$ cat config.mk
export PLATFORM = sky130hd
export DESIGN_NAME = dmem_read_arbiter
export DESIGN_NICKNAME = d
export VERILOG_FILES = /design/src/rtl/dmem_arb_pkg.sv /design/src/rtl/dmem_arb_order_fifo.sv /design/src/rtl/dmem_read_arbiter.sv
export SDC_FILE = /design/constraint.sdc
export NUM_CORES = 1
export LEC_CHECK = 0
export BUFFER_PORTS_ARGS = -buffer_cell sky130_fd_sc_hd__buf_4
export CAP_MARGIN = 5
export CELL_PAD_IN_SITES_DETAIL_PLACEMENT = 0
export CELL_PAD_IN_SITES_GLOBAL_PLACEMENT = 1
export CORE_AREA = 10 10 166 168
export DETAILED_ROUTE_END_ITERATION = 12
export DIE_AREA = 0 0 176 178
export PLACE_DENSITY_LB_ADDON = 0.1
export SETUP_SLACK_MARGIN = 0.05
export SLEW_MARGIN = 20
export SYNTH_ARGS = -nofsm -noshare
export SYNTH_HDL_FRONTEND = slang
export SYNTH_SLANG_ARGS = --single-unit
export TNS_END_PERCENT = 20
$ cat constraint.sdc
create_clock -name clk_i -period 2.9 [get_ports clk_i]
set_clock_uncertainty 0.15 [all_clocks]
set_input_delay 0.725 -clock clk_i [delete_from_list [all_inputs] [get_ports clk_i]]
set_output_delay 0.725 -clock clk_i [all_outputs]
set_load 0.01 [all_outputs]
$ cat src/rtl/dmem_arb_pkg.sv
// Shared definitions for the dMem read arbiter: source encoding and default widths.
package dmem_arb_pkg;

    typedef enum logic {
        SRC_MISS = 1'b0,
        SRC_UC   = 1'b1
    } src_e;

    localparam int unsigned NUM_SRC    = 2;
    localparam int unsigned ADDR_W_DEF = 40;
    localparam int unsigned ID_W_DEF   = 4;
    localparam int unsigned LEN_W_DEF  = 8;
    localparam int unsigned SIZE_W_DEF = 3;
    localparam int unsigned DATA_W_DEF = 128;
    localparam int unsigned DEPTH_DEF  = 4;

    function automatic src_e other_src(src_e s);
        return src_e'(~s);
    endfunction

endpackage

$ cat src/rtl/dmem_arb_order_fifo.sv
// DEPTH x 1-bit order FIFO recording which source owns each outstanding transaction.
module dmem_arb_order_fifo #(
    parameter int unsigned DEPTH = 4,
    localparam int unsigned PTR_W = $clog2(DEPTH)
) (
    input  logic           clk_i,
    input  logic           rst_i,
    input  logic           push_i,
    input  logic           push_data_i,
    input  logic           pop_i,
    output logic           head_o,
    output logic           full_o,
    output logic           empty_o,
    output logic [PTR_W:0] count_o
);

    logic [DEPTH-1:0] r_mem;
    logic [PTR_W-1:0] r_wr_ptr;
    logic [PTR_W-1:0] r_rd_ptr;
    logic [PTR_W:0]   r_count;
    logic             w_push;
    logic             w_pop;

    assign full_o  = (r_count == (PTR_W+1)'(DEPTH));
    assign empty_o = (r_count == '0);
    assign head_o  = r_mem[r_rd_ptr];
    assign count_o = r_count;
    assign w_push  = push_i & ~full_o;
    assign w_pop   = pop_i & ~empty_o;

    // Pointers are log2(DEPTH) wide, so increment wraps modulo DEPTH.
    always_ff @(posedge clk_i or posedge rst_i) begin
        if (rst_i) begin
            r_mem    <= '0;
            r_wr_ptr <= '0;
            r_rd_ptr <= '0;
            r_count  <= '0;
        end else begin
            if (w_push) begin
                r_mem[r_wr_ptr] <= push_data_i;
                r_wr_ptr        <= r_wr_ptr + PTR_W'(1);
            end
            if (w_pop) begin
                r_rd_ptr <= r_rd_ptr + PTR_W'(1);
            end
            if (w_push && !w_pop) begin
                r_count <= r_count + (PTR_W+1)'(1);
            end else if (!w_push && w_pop) begin
                r_count <= r_count - (PTR_W+1)'(1);
            end
        end
    end

endmodule

$ cat src/rtl/dmem_read_arbiter.sv
// Two-source round-robin read arbiter with grant lock and in-order response steering.
module dmem_read_arbiter
    import dmem_arb_pkg::*;
#(
    parameter int unsigned ADDR_W = ADDR_W_DEF,
    parameter int unsigned ID_W   = ID_W_DEF,
    parameter int unsigned LEN_W  = LEN_W_DEF,
    parameter int unsigned SIZE_W = SIZE_W_DEF,
    parameter int unsigned DATA_W = DATA_W_DEF,
    parameter int unsigned DEPTH  = DEPTH_DEF
) (
    input  logic                   clk_i,
    input  logic                   rst_i,
    input  logic [NUM_SRC-1:0]     req_valid_i,
    output logic [NUM_SRC-1:0]     req_ready_o,
    input  logic [ADDR_W-1:0]      req_addr_i [NUM_SRC],
    input  logic [LEN_W-1:0]       req_len_i  [NUM_SRC],
    input  logic [SIZE_W-1:0]      req_size_i [NUM_SRC],
    input  logic [ID_W-1:0]        req_id_i   [NUM_SRC],
    output logic                   dn_req_valid_o,
    input  logic                   dn_req_ready_i,
    output logic [ADDR_W-1:0]      dn_req_addr_o,
    output logic [LEN_W-1:0]       dn_req_len_o,
    output logic [SIZE_W-1:0]      dn_req_size_o,
    output logic [ID_W-1:0]        dn_req_id_o,
    input  logic                   dn_resp_valid_i,
    output logic                   dn_resp_ready_o,
    input  logic [DATA_W-1:0]      dn_resp_data_i,
    input  logic [ID_W-1:0]        dn_resp_id_i,
    input  logic                   dn_resp_last_i,
    output logic [NUM_SRC-1:0]     resp_valid_o,
    input  logic [NUM_SRC-1:0]     resp_ready_i,
    output logic [DATA_W-1:0]      resp_data_o,
    output logic [ID_W-1:0]        resp_id_o,
    output logic                   resp_last_o,
    output logic [$clog2(DEPTH):0] outstanding_o,
    output logic                   err_o
);

    src_e r_rr;
    logic r_lock;
    src_e r_lock_src;
    logic r_err;

    src_e w_grant;
    logic w_full;
    logic w_empty;
    logic w_head;
    logic w_dn_valid;
    logic w_push;
    logic w_pop;

    always_comb begin
        w_grant = SRC_MISS;
        if (r_lock) begin
            w_grant = r_lock_src;
        end else if (&req_valid_i) begin
            w_grant = r_rr;
        end else if (req_valid_i[SRC_UC]) begin
            w_grant = SRC_UC;
        end
    end

    assign w_dn_valid     = ~rst_i & ~w_full & req_valid_i[w_grant];
    assign w_push         = w_dn_valid & dn_req_ready_i;
    assign dn_req_valid_o = w_dn_valid;
    assign dn_req_addr_o  = req_addr_i[w_grant];
    assign dn_req_len_o   = req_len_i[w_grant];
    assign dn_req_size_o  = req_size_i[w_grant];
    assign dn_req_id_o    = req_id_i[w_grant];

    always_comb begin
        req_ready_o          = '0;
        req_ready_o[w_grant] = ~rst_i & ~w_full & dn_req_ready_i;
    end

    // With nothing outstanding, stray beats are accepted and dropped.
    always_comb begin
        resp_valid_o    = '0;
        dn_resp_ready_o = 1'b0;
        if (!rst_i) begin
            if (w_empty) begin
                dn_resp_ready_o = 1'b1;
            end else begin
                resp_valid_o[w_head] = dn_resp_valid_i;
                dn_resp_ready_o      = resp_ready_i[w_head];
            end
        end
    end

    assign w_pop       = ~w_empty & dn_resp_valid_i & resp_ready_i[w_head] & dn_resp_last_i;
    assign resp_data_o = dn_resp_data_i;
    assign resp_id_o   = dn_resp_id_i;
    assign resp_last_o = dn_resp_last_i;
    assign err_o       = r_err;

    always_ff @(posedge clk_i or posedge rst_i) begin
        if (rst_i) begin
            r_rr       <= SRC_MISS;
            r_lock     <= 1'b0;
            r_lock_src <= SRC_MISS;
            r_err      <= 1'b0;
        end else begin
            if (w_push) begin
                r_rr   <= other_src(w_grant);
                r_lock <= 1'b0;
            end else if (w_dn_valid) begin
                r_lock     <= 1'b1;
                r_lock_src <= w_grant;
            end
            if (dn_resp_valid_i && w_empty) begin
                r_err <= 1'b1;
            end
        end
    end

    dmem_arb_order_fifo #(
        .DEPTH(DEPTH)
    ) u_order_fifo (
        .clk_i      (clk_i),
        .rst_i      (rst_i),
        .push_i     (w_push),
        .push_data_i(w_grant),
        .pop_i      (w_pop),
        .head_o     (w_head),
        .full_o     (w_full),
        .empty_o    (w_empty),
        .count_o    (outstanding_o)
    );

endmodule

==> results of run 1 <==
[flip-flops by register name, indices dropped and copies added (netlist names)]
register	flops
r_rr	1
u_order_fifo.r_wr_ptr	2
u_order_fifo.count_o	3
r_lock_src	1
err_o	1
u_order_fifo.r_rd_ptr	2
u_order_fifo.r_mem	4
r_lock	1
[through the flow]
stage / std cells / total power [mW] / hold WS (ns) / util / setup WS (ns)
2_1_floorplan: 271 / 1.57 / 0.314 / - / 0.251
3_3_place_gp: 648 / 2.32 / 0.313 / 0.140 / -0.00469
3_5_place_dp: 648 / 2.30 / 0.314 / 0.140 / -0.0107
4_1_cts: 652 / 2.59 / 0.329 / 0.143 / -0.00653
5_1_grt: 661 / 3.11 / 0.338 / 0.151 / 0.0226
6_report: 661 / 2.88 / 0.323 / 0.151 / 0.0643
[final timing paths]
check	from	to	slack, ns	depth (start not counted)
setup reg to reg	u_order_fifo.r_rd_ptr[1]	u_order_fifo.count_o[1]	0.30	8
hold reg to reg	err_o	err_o	0.32	1
setup / recovery	req_valid_i[0]	dn_req_addr_o[16]	0.06	8
max in group asynchronous	rst_i	u_order_fifo.r_rd_ptr[0]	2.00	3
hold / removal	err_o	err_o	0.32	1
min in group asynchronous	rst_i	r_lock_src	0.42	3
[where the power goes]
group          switching [mW]  leakage, nW  internal (mW)
registers               0.101        0.179          0.307
clock network          0.0850       0.0382          0.186
logic                   0.926         1.49           1.28
total                    1.11         1.71           1.77
[cells in the final DEF (no fill, tap or decap), types with 2 or more instances in the layout]
master	count
buf_4	190
mux2_2	49
dfrtp_1	15
mux2i_1	8
mux2_4	8
inv_1	7
clkbuf_16	6
mux2_1	5
nand3_1	5
ha_1	5
buf_6	4
xor2_1	3
buf_12	3
nand2_1	2
o21bai_1	2
nor2b_1	2
xnor2_1	2
nor2_1	2
nor3b_1	2
[layout make-up]
cell class | instances | area, µm²
inverters | 8 | 30.0
well taps | 324 | 405
repair buffers | 201 | 1620
clock buffers | 4 | 78.8
fillers | 2784 | 20500
multi-input cells | 109 | 1130
flip-flops and latches | 15 | 375
[synth_stat cells, types with 2 or more instances]
| library cell | instances |
|---|---|
| buf_4 | 133 |
| mux2_2 | 56 |
| dfrtp_1 | 15 |
| inv_1 | 8 |
| mux2i_1 | 8 |
| buf_2 | 6 |
| ha_1 | 5 |
| mux2_1 | 5 |
| nand3_1 | 5 |
| xor2_1 | 3 |
| nand2_1 | 2 |
| nor2_1 | 2 |
| nor2b_1 | 2 |
| nor3b_1 | 2 |
| o21ai_0 | 2 |
| o21bai_1 | 2 |
| xnor2_1 | 2 |
[logic make-up (layout without fill, tap and decap cells)]
| group | count (synthesis) | count (layout) | synth area share |
|---|---|---|---|
| compound gates | 9 | 9 | 0.0292 |
| xor+xnor | 5 | 5 | 0.0173 |
| fa+ha+maj | 6 | 6 | 0.0327 |
| buf+inv | 147 | 213 | 0.419 |
| flops | 15 | 15 | 0.149 |
| mux | 70 | 70 | 0.309 |
| simple gates | 19 | 19 | 0.0441 |
[repair_timing]
item / CTS / global route
gates resized for setup: 1 / 18
cloned: 0 / 6
hold endpoints to repair: 0 / 0
pin swaps: 0 / 1
setup buffers: 0 / 3
endpoints found under the setup margin: 54 / 54
[routing by layer]
layer,vias to the layer above,share of wire
met5,-,0
met4,0,0.0075
met3,18,0.13
met2,211,0.58
met1,922,0.28
li1,895,-
[critical path, delay by kind of cell]
family                 cells  cell delay, ns
AO/OA/AOI/OAI              2            0.25
buffers and inverters      5            0.60
multiplexers               1            0.36
==> out/qor.yml, run 1 <==
status:
  outcome: "finished, final reports clean"
global_route:
  grt_util_met3: 0.0431
  grt_max_degree: 44
  grt_overflow: 0
  grt_pass1_wl_mm: 18.2
  top_usage_layer: "met2"
  antenna_found_initial: 0
  grt.met2_usage: 0.169
  grt_pass1_vias: 2189
  grt_use_total: 0.0797
  grtUsageMet1: 0.0603
setup_path:
  cp-end-kind: "output port"
  setup.worst_path.start_class: "primary input"
  crit_top_cell: "buf_4"
  crit_type: "primary input to output port"
  cp_max_fo: 13
  slowest_stage: "mux2_2"
  cpPeakStageDelay_ns: 0.36
  required_ns: 2.03
  cp_cell_sequence: "buf_4 > inv_2 > o21ai_2 > o21ai_4 > buf_4 > buf_12 > mux2_2 > buf_4"
  crit_arrival_ns: 1.96
synth:
  avgSynthCellArea_um2: 9.33
  synthCells: 271
  synth_top_area_cell: "buf_4"
  ys_seq_area_frac: 0.149
  synth_nets: 528
  yosys_warnings: 0
  synth_area_leaders: "buf_4 40%, mux2_2 25%, dfrtp_1 15%"
  synth.distinct_cells: 30
  ys_ff_latch: 15
  synthArstFlopShare: 1.00
  synth_ff_type: "dfrtp_1"
  synth_edf_count: 0
  synthesis.area_um2: 2530
  synth_top_area_frac: 0.395
place:
  gp_congestion: 0.733
  placed_cell_area_um2: 3370
  dp_hpwl_mm: 13.1
  io_buffers: 184
clocking:
  cts_buffers: 3
  cts_tree: "yes"
  cts_sinks: 15
  insertion_delay_ns: 0.24
  htreeDepth: 1
  cts-root-buf: "clkbuf_16"
  cts_hold_buf: 0
  clk_pin_slew_worst_paths_ns: 0.05
  cts_buffer_depth: 2
power_and_ir_drop:
  p_per_area_nw_per_um2: 792
  ir_worst_vdd_mv: 0.336
  leakage_nw: 1.71
timing:
  hold_viol: 0
  rsz0062_at_grt: "true"
  min_period_ns: 2.84
  worstMarginPinSlew_ns: 0.334
  period_share: 0.978
  slew_violations: 0
  max_freq_mhz: 353
  max-slew-margin-rel: 0.776
  setup_violations: 0
  tns_ns: 0
cells_and_area:
  postLayoutCellArea_um2: 3640
  drive_gt1_frac: 0.795
  finalNetCount: 595
  diodes: 0
  syn_to_final_growth_pct: 44.1
job:
  maxCapViolations: 0
routing:
  ant_nets: 0
  drtIter0Drc: 29
  via_per_inst: 3.10
  first_pass_iters: 4
  wl_per_cell_um: 22.9
  drt_wl_total_mm: 15.1
  drc: 0
  num_vias: 2046
floorplan:
  num_rows: 57
  die_width_um: 176
  initial_core_util: 0.105
  dieArea_um2: 31300
  ios: 449
  die_y_um: 178
  core_um2: 24100
min_path:
  hold_path_class: "flop to flop"
Note: power is estimated with default switching activity, not from simulation.
==> run 2, diff against run 1 <==
Settings changed: ABC_AREA set to 1, CORE_AREA 10 10 166 168 to 10 10 164 166, DIE_AREA 0 0 176 178 to 0 0 174 176.
==> run 2 against run 1 <==
Worst hold slack gained 0.011 ns. Global-route usage grew 0.60 points. Sequential power is essentially flat. Synthesized area grew 3.4%. Combinational power shrank 6%. Highest routed layer unchanged. Total power shrank 4.4%. Largest cell class unchanged. Clock power grew 4%. Non-clock buffer count shrank 3. Cell count grew 21%. Critical path type unchanged. Flip-flop and latch count is the same. First-iteration DRC count grew 120%. Register-to-register slack gained 0.24 ns.
==> out/qor.yml, run 2 <==
clocking:
  insertion_delay_ns: 0.25  # about the same
  postCtsResizedCells: 0  # -1
  cts_tree: "yes"
  cts_sinks: 15  # unchanged
  cts_hold_buf: 0  # unchanged
  cts_buffers: 3  # unchanged
  post_cts_buffers: 0  # unchanged
  htreeDepth: 1  # unchanged
  cts_buffer_depth: 2  # unchanged
  clk_pin_slew_worst_paths_ns: 0.05  # about the same
  cts-root-buf: "clkbuf_16"
routing:
  drtIter0Drc: 64  # +120%
  via_per_inst: 3.26  # +5.2%
  drt_wl_total_mm: 14.2  # -6.0%
  drc: 0  # unchanged
  num_vias: 2614  # +28%
  wl_per_cell_um: 17.7  # -23%
  first_pass_iters: 4  # unchanged
  ant_nets: 0  # unchanged
power_and_ir_drop:
  leakage_nw: 1.97  # +15%
  ir_worst_vdd_mv: 0.345  # +2.7%
  power.total_mw: 2.76  # -4.4%
  p_per_area_nw_per_um2: 783  # -1.1%
setup_path:
  required_ns: 2.03  # about the same
  setup.worst_path.start_class: "primary input"
  slowest_stage: "buf_4"
  crit_type: "primary input to output port"
  crit_arrival_ns: 1.80  # -0.16 ns
  path_delay_family: "buffers and inverters"
  crit_buf_inv: 5  # unchanged
  cp_max_fo: 7  # -6
  crit_top_cell: "buf_4"
  cpPeakStageDelay_ns: 0.19  # -0.17 ns
  cp-end-kind: "output port"
  cp_cell_sequence: "buf_4 > inv_1 > nor2_1 > nand2_1 > nand2_2 > inv_2 > buf_4 > nor2_1 > buf_4"
synth:
  synth_top_area_frac: 0.382  # -0.0129
  synth_ff_type: "dfrtp_1"
  synthesis.area_um2: 2610  # +3.4%
  synth_edf_count: 0  # unchanged
  avgSynthCellArea_um2: 6.19  # -34%
  synthCells: 422  # +56%
  synth_nets: 679  # +29%
  synth.distinct_cells: 23  # -23%
  synthArstFlopShare: 1.00  # unchanged
  ys_seq_area_frac: 0.144  # -0.00484
  synth_top_area_cell: "buf_4"
  synthTopCellsByCount: "196 x nand2_1, 133 x buf_4, 15 x dfrtp_1, 15 x nand3_1, 12 x inv_1"
  yosys_warnings: 0  # unchanged
  yosysMostFrequentCell: "nand2_1"
  synth_area_leaders: "buf_4 38%, nand2_1 28%, dfrtp_1 14%"
  ys_ff_latch: 15  # unchanged
global_route:
  antenna_found_initial: 0  # unchanged
  grt_pass1_vias: 2821  # +29%
  grt_use_total: 0.0857  # +0.00602
  grt_overflow: 0  # unchanged
  grt_max_degree: 31  # -30%
  grt_pass1_wl_mm: 19.9  # +9.4%
timing:
  max_freq_mhz: 374  # +6.0%
  setup_violations: 0  # unchanged
  worstMarginPinSlew_ns: 0.255  # -0.0792 ns
  period_share: 0.922  # -0.0557
  rsz0062_at_grt: "true"
  slew_violations: 0  # unchanged
  max-slew-margin-rel: 0.830  # +0.0538
  layout_setup_ws_ns: 0.226  # +0.162 ns
  tns_ns: 0  # unchanged
  hold_viol: 0  # unchanged
  min_period_ns: 2.67  # -0.162 ns
cells_and_area:
  final_util: 0.148  # -0.00318
  final_cell_mix: "196 x nand2_1, 195 x buf_4, 15 x nand3_1, 15 x dfrtp_1, 12 x inv_1"
  finalNetCount: 737  # +24%
  syn_to_final_growth_pct: 34.9
  drive_gt1_frac: 0.449  # -0.346
  largest_reg_flops: 4  # unchanged
  final_common_cell: "nand2_1"
  postLayoutCellArea_um2: 3520  # -3.3%
  largest_register: "u_order_fifo.r_mem"
  diodes: 0  # unchanged
min_path:
  hold_path_class: "flop to flop"
status:
  outcome: "finished, final reports clean"
place:
  io_buffers: 184  # unchanged
  placed_cell_area_um2: 3440  # +2.2%
  gp_congestion: 0.764  # +4.2%
  dp_hpwl_mm: 12.6  # -3.5%
  dp_slack_ns: 0.167  # +0.177 ns
floorplan:
  core_um2: 23800  # -1.2%
  die_y_um: 176  # -1.1%
  ios: 449  # unchanged
  die_width_um: 174  # -1.1%
  dieArea_um2: 30600  # -2.2%
  initial_core_util: 0.110  # +0.00483
  num_rows: 57  # unchanged
job:
  maxCapViolations: 0  # unchanged
## run 2: changes by cell type after synthesis, sizes merged, moves of 2 or more
| cell | before | now |
|---|---|---|
| nand4 | 0 | 5 |
| mux2 | 62 | 1 |
| mux2i | 8 | 0 |
| o21bai | 2 | 0 |
| nand3 | 5 | 16 |
| nor2b | 2 | 0 |
| nand2 | 3 | 200 |
| nor3b | 3 | 0 |
| nor2 | 2 | 7 |
| buf | 139 | 145 |
| inv | 8 | 16 |
## run 2: final timing paths
kind                       slack (ns)                       end                     from  cells after the start
min in group asynchronous        0.38     u_order_fifo.r_mem[1]                    rst_i                      3
min                              0.33                     err_o                    err_o                      1
max                              0.23            req_ready_o[1]           req_valid_i[1]                      9
min reg2reg                      0.33                     err_o                    err_o                      1
max reg2reg                      0.54   u_order_fifo.count_o[2]  u_order_fifo.count_o[0]                     10
max in group asynchronous        2.01  u_order_fifo.r_wr_ptr[1]                    rst_i                      3
## run 2: cells by family after synthesis
family | synth area share
muxes | 0.00431
buffers and inverters | 0.440
adders and majority gates | 0.0316
and+or+nand+nor | 0.354
AOI/OAI and AO/OA | 0.0129
xor gates and xnor gates | 0.0134
DFF | 0.144
## run 2: layer usage
layer  track usage  up-vias  part of all wire
li1              -     1263                 -
met1        0.0820     1119              0.34
met2         0.151      210              0.50
met3        0.0525       22              0.14
met4        0.0249        0             0.023
met5       0.00319        -                 0
## run 2: cell type report
type / instances / area, µm²
clock buffers: 3 / 75.1
clock inverters: 1 / 5.00
fillers: 2832 / 20300
inverters: 16 / 60.1
multi-input cells: 246 / 1090
flip-flops and latches: 15 / 375
well taps: 324 / 405
repair buffers: 198 / 1520
## run 2: power breakdown
part	internal, mW	switching, mW
logic	0.940	1.13
clock network	0.185	0.0971
registers	0.313	0.0929
total	1.44	1.32
## run 2: stage by stage
stage / hold WS, ns / std cells
2_1_floorplan: 0.299 / 422
3_3_place_gp: 0.309 / 799
3_5_place_dp: 0.319 / 799
4_1_cts: 0.335 / 803
5_1_grt: 0.356 / 803
6_report: 0.334 / 803
